## config.mk

```make
export PLATFORM = sky130hd
export DESIGN_NAME = alu_issue_scheduler
export DESIGN_NICKNAME = d
export VERILOG_FILES = /design/src/rtl/alu_issue_scheduler_pkg.sv /design/src/rtl/alu_rs_select.sv /design/src/rtl/alu_issue_scheduler.sv
export SDC_FILE = /design/constraint.sdc
export NUM_CORES = 1
export LEC_CHECK = 0
export ABC_AREA = 1
export CAP_MARGIN = 20
export CORE_MARGIN = 2
export CORE_UTILIZATION = 40
export DETAILED_ROUTE_END_ITERATION = 8
export SLEW_MARGIN = 20
export SYNTH_ARGS = -nofsm -noshare
export SYNTH_HDL_FRONTEND = slang
export SYNTH_SLANG_ARGS = --single-unit
```

## constraint.sdc

```tcl
create_clock -name clk_i -period 5.3 [get_ports clk_i]
set_input_delay 1.325 -clock clk_i [delete_from_list [all_inputs] [get_ports clk_i]]
set_output_delay 1.325 -clock clk_i [all_outputs]
set_load 0.1 [all_outputs]
```

## src/rtl/alu_issue_scheduler_pkg.sv

```systemverilog
// alu_issue_scheduler_pkg: shared widths and ALU opcodes for the ALU
// reservation station.
package alu_issue_scheduler_pkg;

  localparam int RS_ENTRY_NUM     = 4;
  localparam int RS_DATA_LEN      = 32;
  localparam int RS_ALU_OP_WIDTH  = 4;
  localparam int RS_RRF_TAG_WIDTH = 6;

  localparam logic [3:0] ALU_OP_ADD = 4'd0;
  localparam logic [3:0] ALU_OP_SUB = 4'd1;
  localparam logic [3:0] ALU_OP_AND = 4'd2;
  localparam logic [3:0] ALU_OP_OR  = 4'd3;
  localparam logic [3:0] ALU_OP_XOR = 4'd4;

endpackage

```

## src/rtl/alu_rs_select.sv

```systemverilog
// alu_rs_select: lowest-index priority encoder.
// req_i -> grant_valid_o (any request), grant_idx_o (lowest set bit).
module alu_rs_select #(
  parameter int REQ_NUM = 4,
  localparam int IW = $clog2(REQ_NUM)
) (
  input  logic [REQ_NUM-1:0] req_i,
  output logic               grant_valid_o,
  output logic [IW-1:0]      grant_idx_o
);

  always_comb begin
    grant_valid_o = 1'b0;
    grant_idx_o   = '0;
    for (int i = REQ_NUM - 1; i >= 0; i--) begin
      if (req_i[i]) begin
        grant_valid_o = 1'b1;
        grant_idx_o   = IW'(i);
      end
    end
  end

endmodule

```

## src/rtl/alu_issue_scheduler.sv

```systemverilog
// alu_issue_scheduler: 4-entry ALU reservation station with wakeup and
// lowest-index issue. Ports: dispatch_*, wakeup_*, registered issue_*,
// entry_count_o; clk_i, synchronous active-high reset_i, flush_i.
module alu_issue_scheduler
  import alu_issue_scheduler_pkg::*;
#(
  parameter int ENTRY_NUM     = RS_ENTRY_NUM,
  parameter int DATA_LEN      = RS_DATA_LEN,
  parameter int ALU_OP_WIDTH  = RS_ALU_OP_WIDTH,
  parameter int RRF_TAG_WIDTH = RS_RRF_TAG_WIDTH,
  localparam int IW = $clog2(ENTRY_NUM),
  localparam int CW = IW + 1
) (
  input  logic                     clk_i,
  input  logic                     reset_i,
  input  logic                     flush_i,
  input  logic                     dispatch_valid_i,
  output logic                     dispatch_ready_o,
  input  logic [ALU_OP_WIDTH-1:0]  dispatch_alu_op_i,
  input  logic [DATA_LEN-1:0]      dispatch_src1_i,
  input  logic                     dispatch_src1_valid_i,
  input  logic [DATA_LEN-1:0]      dispatch_src2_i,
  input  logic                     dispatch_src2_valid_i,
  input  logic [RRF_TAG_WIDTH-1:0] dispatch_rrf_tag_i,
  input  logic                     dispatch_write_rrf_i,
  input  logic                     wakeup_valid_i,
  input  logic [RRF_TAG_WIDTH-1:0] wakeup_tag_i,
  input  logic [DATA_LEN-1:0]      wakeup_data_i,
  output logic                     issue_o,
  output logic [ALU_OP_WIDTH-1:0]  issue_alu_op_o,
  output logic [DATA_LEN-1:0]      issue_src1_o,
  output logic [DATA_LEN-1:0]      issue_src2_o,
  output logic [RRF_TAG_WIDTH-1:0] issue_rrf_tag_o,
  output logic                     issue_write_rrf_o,
  output logic [CW-1:0]            entry_count_o
);

  logic [ENTRY_NUM-1:0]     valid_q;
  logic [ENTRY_NUM-1:0]     rdy1_q;
  logic [ENTRY_NUM-1:0]     rdy2_q;
  logic [DATA_LEN-1:0]      src1_q [ENTRY_NUM];
  logic [DATA_LEN-1:0]      src2_q [ENTRY_NUM];
  logic [ALU_OP_WIDTH-1:0]  op_q   [ENTRY_NUM];
  logic [RRF_TAG_WIDTH-1:0] tag_q  [ENTRY_NUM];
  logic [ENTRY_NUM-1:0]     wr_q;

  logic [ENTRY_NUM-1:0] ready_vec;
  logic [ENTRY_NUM-1:0] wake1;
  logic [ENTRY_NUM-1:0] wake2;
  logic                 sel_vld;
  logic [IW-1:0]        sel_idx;
  logic                 free_vld;
  logic [IW-1:0]        free_idx;
  logic                 disp_fire;
  logic                 byp1;
  logic                 byp2;

  assign ready_vec = valid_q & rdy1_q & rdy2_q;

  alu_rs_select #(.REQ_NUM(ENTRY_NUM)) u_issue_sel (
    .req_i         (ready_vec),
    .grant_valid_o (sel_vld),
    .grant_idx_o   (sel_idx)
  );

  alu_rs_select #(.REQ_NUM(ENTRY_NUM)) u_free_sel (
    .req_i         (~valid_q),
    .grant_valid_o (free_vld),
    .grant_idx_o   (free_idx)
  );

  // Registered valids only: a slot freed by this cycle's issue waits a cycle.
  assign dispatch_ready_o = free_vld & ~flush_i & ~reset_i;
  assign disp_fire        = dispatch_valid_i & dispatch_ready_o;

  // Operand arriving on the broadcast bus in its own dispatch cycle.
  assign byp1 = ~dispatch_src1_valid_i & wakeup_valid_i &
                (dispatch_src1_i[RRF_TAG_WIDTH-1:0] == wakeup_tag_i);
  assign byp2 = ~dispatch_src2_valid_i & wakeup_valid_i &
                (dispatch_src2_i[RRF_TAG_WIDTH-1:0] == wakeup_tag_i);

  always_comb begin
    wake1 = '0;
    wake2 = '0;
    for (int i = 0; i < ENTRY_NUM; i++) begin
      wake1[i] = valid_q[i] & ~rdy1_q[i] & wakeup_valid_i &
                 (src1_q[i][RRF_TAG_WIDTH-1:0] == wakeup_tag_i);
      wake2[i] = valid_q[i] & ~rdy2_q[i] & wakeup_valid_i &
                 (src2_q[i][RRF_TAG_WIDTH-1:0] == wakeup_tag_i);
    end
  end

  always_ff @(posedge clk_i) begin
    if (reset_i) begin
      valid_q           <= '0;
      issue_o           <= 1'b0;
      issue_alu_op_o    <= '0;
      issue_src1_o      <= '0;
      issue_src2_o      <= '0;
      issue_rrf_tag_o   <= '0;
      issue_write_rrf_o <= 1'b0;
      entry_count_o     <= '0;
    end else if (flush_i) begin
      valid_q       <= '0;
      issue_o       <= 1'b0;
      entry_count_o <= '0;
    end else begin
      for (int i = 0; i < ENTRY_NUM; i++) begin
        if (wake1[i]) begin
          src1_q[i] <= wakeup_data_i;
          rdy1_q[i] <= 1'b1;
        end
        if (wake2[i]) begin
          src2_q[i] <= wakeup_data_i;
          rdy2_q[i] <= 1'b1;
        end
      end
      issue_o <= sel_vld;
      if (sel_vld) begin
        issue_alu_op_o    <= op_q[sel_idx];
        issue_src1_o      <= src1_q[sel_idx];
        issue_src2_o      <= src2_q[sel_idx];
        issue_rrf_tag_o   <= tag_q[sel_idx];
        issue_write_rrf_o <= wr_q[sel_idx];
        valid_q[sel_idx]  <= 1'b0;
      end
      if (disp_fire) begin
        valid_q[free_idx] <= 1'b1;
        op_q[free_idx]    <= dispatch_alu_op_i;
        tag_q[free_idx]   <= dispatch_rrf_tag_i;
        wr_q[free_idx]    <= dispatch_write_rrf_i;
        rdy1_q[free_idx]  <= dispatch_src1_valid_i | byp1;
        rdy2_q[free_idx]  <= dispatch_src2_valid_i | byp2;
        src1_q[free_idx]  <= byp1 ? wakeup_data_i : dispatch_src1_i;
        src2_q[free_idx]  <= byp2 ? wakeup_data_i : dispatch_src2_i;
      end
      entry_count_o <= entry_count_o + CW'(disp_fire) - CW'(sel_vld);
    end
  end

endmodule
```

==> flow_summary.json <==
{
  "outcome": "complete, no violations",
  "stdcell_count": 3179,
  "wirelength_mm": 69.6,
  "maxCapViolCount": 0,
  "combPwrFrac_pct": 7.4,
  "synth_top_area_share_pct": 47.3,
  "ant_nets": 0,
  "first_global_vias": 17100,
  "grt_max_degree": 78,
  "hold_class": "flip-flop to flip-flop",
  "seqPwrFrac_pct": 49.4,
  "p_leak_nw": 9.47,
  "finClkSkew_ps": 17.3,
  "clkPwrFrac_pct": 43.2,
  "fillCellCount": 4671,
  "placement.io_buffers": 199,
  "fp-row-count": 81,
  "slew_viol_final": 0,
  "cts_root_buf": "clkbuf_16",
  "ys_ff_latch": 391,
  "yosys_warnings": 0,
  "p_sw_mw": 1.58,
  "synthTopCellsByArea": "edfxtp_1, nand2_1, nand3_1",
  "synth_fp_nets": 2489,
  "die-area_mm2": 0.0507,
  "end_kind": "output pin",
  "wl_per_cell_um": 21.9,
  "startpoint_type": "input port",
  "initial_utilization_pct": 40.2,
  "grt_pass1_wl_mm": 103,
  "fmax_mhz": 254,
  "synth_area_mm2": 0.0196,
  "avgSynthCellArea_um2": 8.27,
  "setup-violations-final": 0,
  "irDropWorstVdd_mv": 0.171,
  "synth.distinct_cells": 25,
  "yosysSeqAreaShare_pct": 55.8,
  "stdcell_area_mm2": 0.0237,
  "setup_ws_ps": 1360,
  "cts_resized": 0,
  "diodes": 0,
  "relSlewSlack_pct": 20.1,
  "die_w_um": 225,
  "clk_latency_ps": 570,
  "finalHoldViolCount": 0,
  "regArea_mm2": 0.0109,
  "drt_iter0_drc": 2042,
  "cts_tree": "yes",
  "hold_slack_ps": 501,
  "finalCritPeriodShare_pct": 74.3,
  "cp.arrival_ps": 2620,
  "track_usage_pct": 27.2,
  "final_nets": 2647,
  "multi_input_area_mm2": 0.00763,
  "num_vias": 17700,
  "pre_cts_slack_ps": 1040,
  "postCtsSetupRepairBufs": 0,
  "globalRouteMet1Util_pct": 35.5,
  "use_met3_pct": 5.41,
  "rsz0062_at_grt": "false",
  "fin_crit_ps": 3940,
  "final_core_util_pct": 48.8,
  "tightest_slew_ps": 1200,
  "cts_buffers": 44,
  "switching_share_pct": 23.3,
  "required_ps": 3970,
  "intPower_mw": 5.20,
  "cts.clk_slew.worst_paths_ps": 60,
  "dp_hpwl_mm": 41.0,
  "die_height_um": 225,
  "coreArea_mm2": 0.0486,
  "dr.pass1.iters": 6,
  "vias_per_cell": 5.58,
  "ctsLongestPathBuffers": 3,
  "cp_max_fo": 2,
  "hold_buffers": 0,
  "grt_util_met2_pct": 43.6,
  "io_pins": 200,
  "cts_sinks": 391,
  "yosysTopAreaCell": "edfxtp_1",
  "antenna_found_initial": 1,
  "criticalPathCategory": "input port to output pin",
  "p_per_area_mw_per_mm2": 286,
  "drc": 0,
  "dp_cells": 3098,
  "syn_inst": 2366,
  "cts_max_level": 2,
  "placed_cell_area_mm2": 0.0223,
  "routabilityCongestion": 0.917,
  "busiest_layer": "met2",
  "grt-ovfl-total": 0,
  "synthToLayoutAreaGrowth_pct": 21.3,
  "layout-drive-gt1-share_pct": 6.06
}
## kinds of logic after synthesis
logic type	Yosys count	share of synthesized area (%)
AOI/OAI and AO/OA	95	2.44
buffers and inverters	285	6.20
xor gates and xnor gates	36	1.61
adders and majority gates	3	0.230
DFF	391	55.8
and+or+nand+nor	1556	33.8
## flip-flops by register name (all words and copies together), names as in the netlist
signal / count
src1_q: 128
issue_write_rrf_o: 1
tag_q: 24
rdy2_q: 4
issue_rrf_tag_o: 6
issue_src2_o: 32
issue_o: 1
src2_q: 128
valid_q: 4
rdy1_q: 4
issue_alu_op_o: 4
wr_q: 4
entry_count_o: 3
op_q: 16
issue_src1_o: 32
## cells in the mapped netlist
cell type and instances:
a21oi_1 81, buf_1 4, buf_2 69, buf_4 15, clkbuf_1 49, dfxtp_1 83
edfxtp_1 308, fa_1 1, ha_1 2, inv_1 140, inv_2 8, nand2_1 791
nand2_2 1, nand3_1 557, nand4_1 7, nor2_1 185, nor2_2 8, nor2b_1 1
nor3_1 1, nor3_4 1, o21ai_0 13, o31ai_1 1, or2_2 4, xnor2_1 22
xor2_1 14
## worst paths after layout
kind                    start                to  slack [ps]  cells past startpoint
max                   flush_i  dispatch_ready_o        1360                      5
min          issue_src2_o[31]  issue_src2_o[31]         500                      2
max reg2reg         rdy2_q[1]  entry_count_o[2]        2360                     11
min reg2reg  issue_src2_o[31]  issue_src2_o[31]         500                      2
## through the flow
step	power (mW)	setup TNS, ps
finish	6.78	0
global route	6.97	0
CTS	6.81	0
detailed placement	3.91	0
global placement	3.90	0
floorplan	3.67	-5410
## cells in the final DEF, fill, tap and decap left out, types with 7 or more instances in the layout
cell type        count
clkdlybuf4s50_1    198
nand3_1            556
nor2_4               9
nand4_1              7
a21oi_1             79
nand2_1            787
clkinv_2            11
buf_12               8
o21ai_0              8
inv_2                7
edfxtp_1           308
dfxtp_1             83
buf_4               41
inv_1              137
nor2_1             182
xnor2_1             22
xor2_1              14
clkbuf_16           45
clkbuf_1            14
## area by class of cell
type	instances	share of cell area, %
Inverter	148	2.36
Timing Repair Buffer	249	10.5
Clock inverter	15	0.459
Sequential cell	391	46.0
Clock buffer	64	5.26
Tap cell	622	3.28
Multi-Input combinational cell	1690	32.2
## critical path, stage by stage
cell and delay, ps:
clkdlybuf4s50_1 480, nor2_2 290, inv_2 80, nor2_2 220
buf_12 220
## power groups by stage
stage	combinational (mW)	sequential (mW)	clock, mW
floorplan	0.237	3.44	0
global placement	0.489	3.41	0
detailed placement	0.494	3.41	0
CTS	0.496	3.35	2.97
global route	0.544	3.35	3.08
finish	0.501	3.35	2.93
## routing by layer
metal / wire length, um / vias to the layer above
met5: 13 / -
met4: 3080 / 2
met3: 6930 / 210
met2: 31800 / 1039
met1: 27800 / 8256
li1: - / 8221
Power figures use the tool's default switching activity.
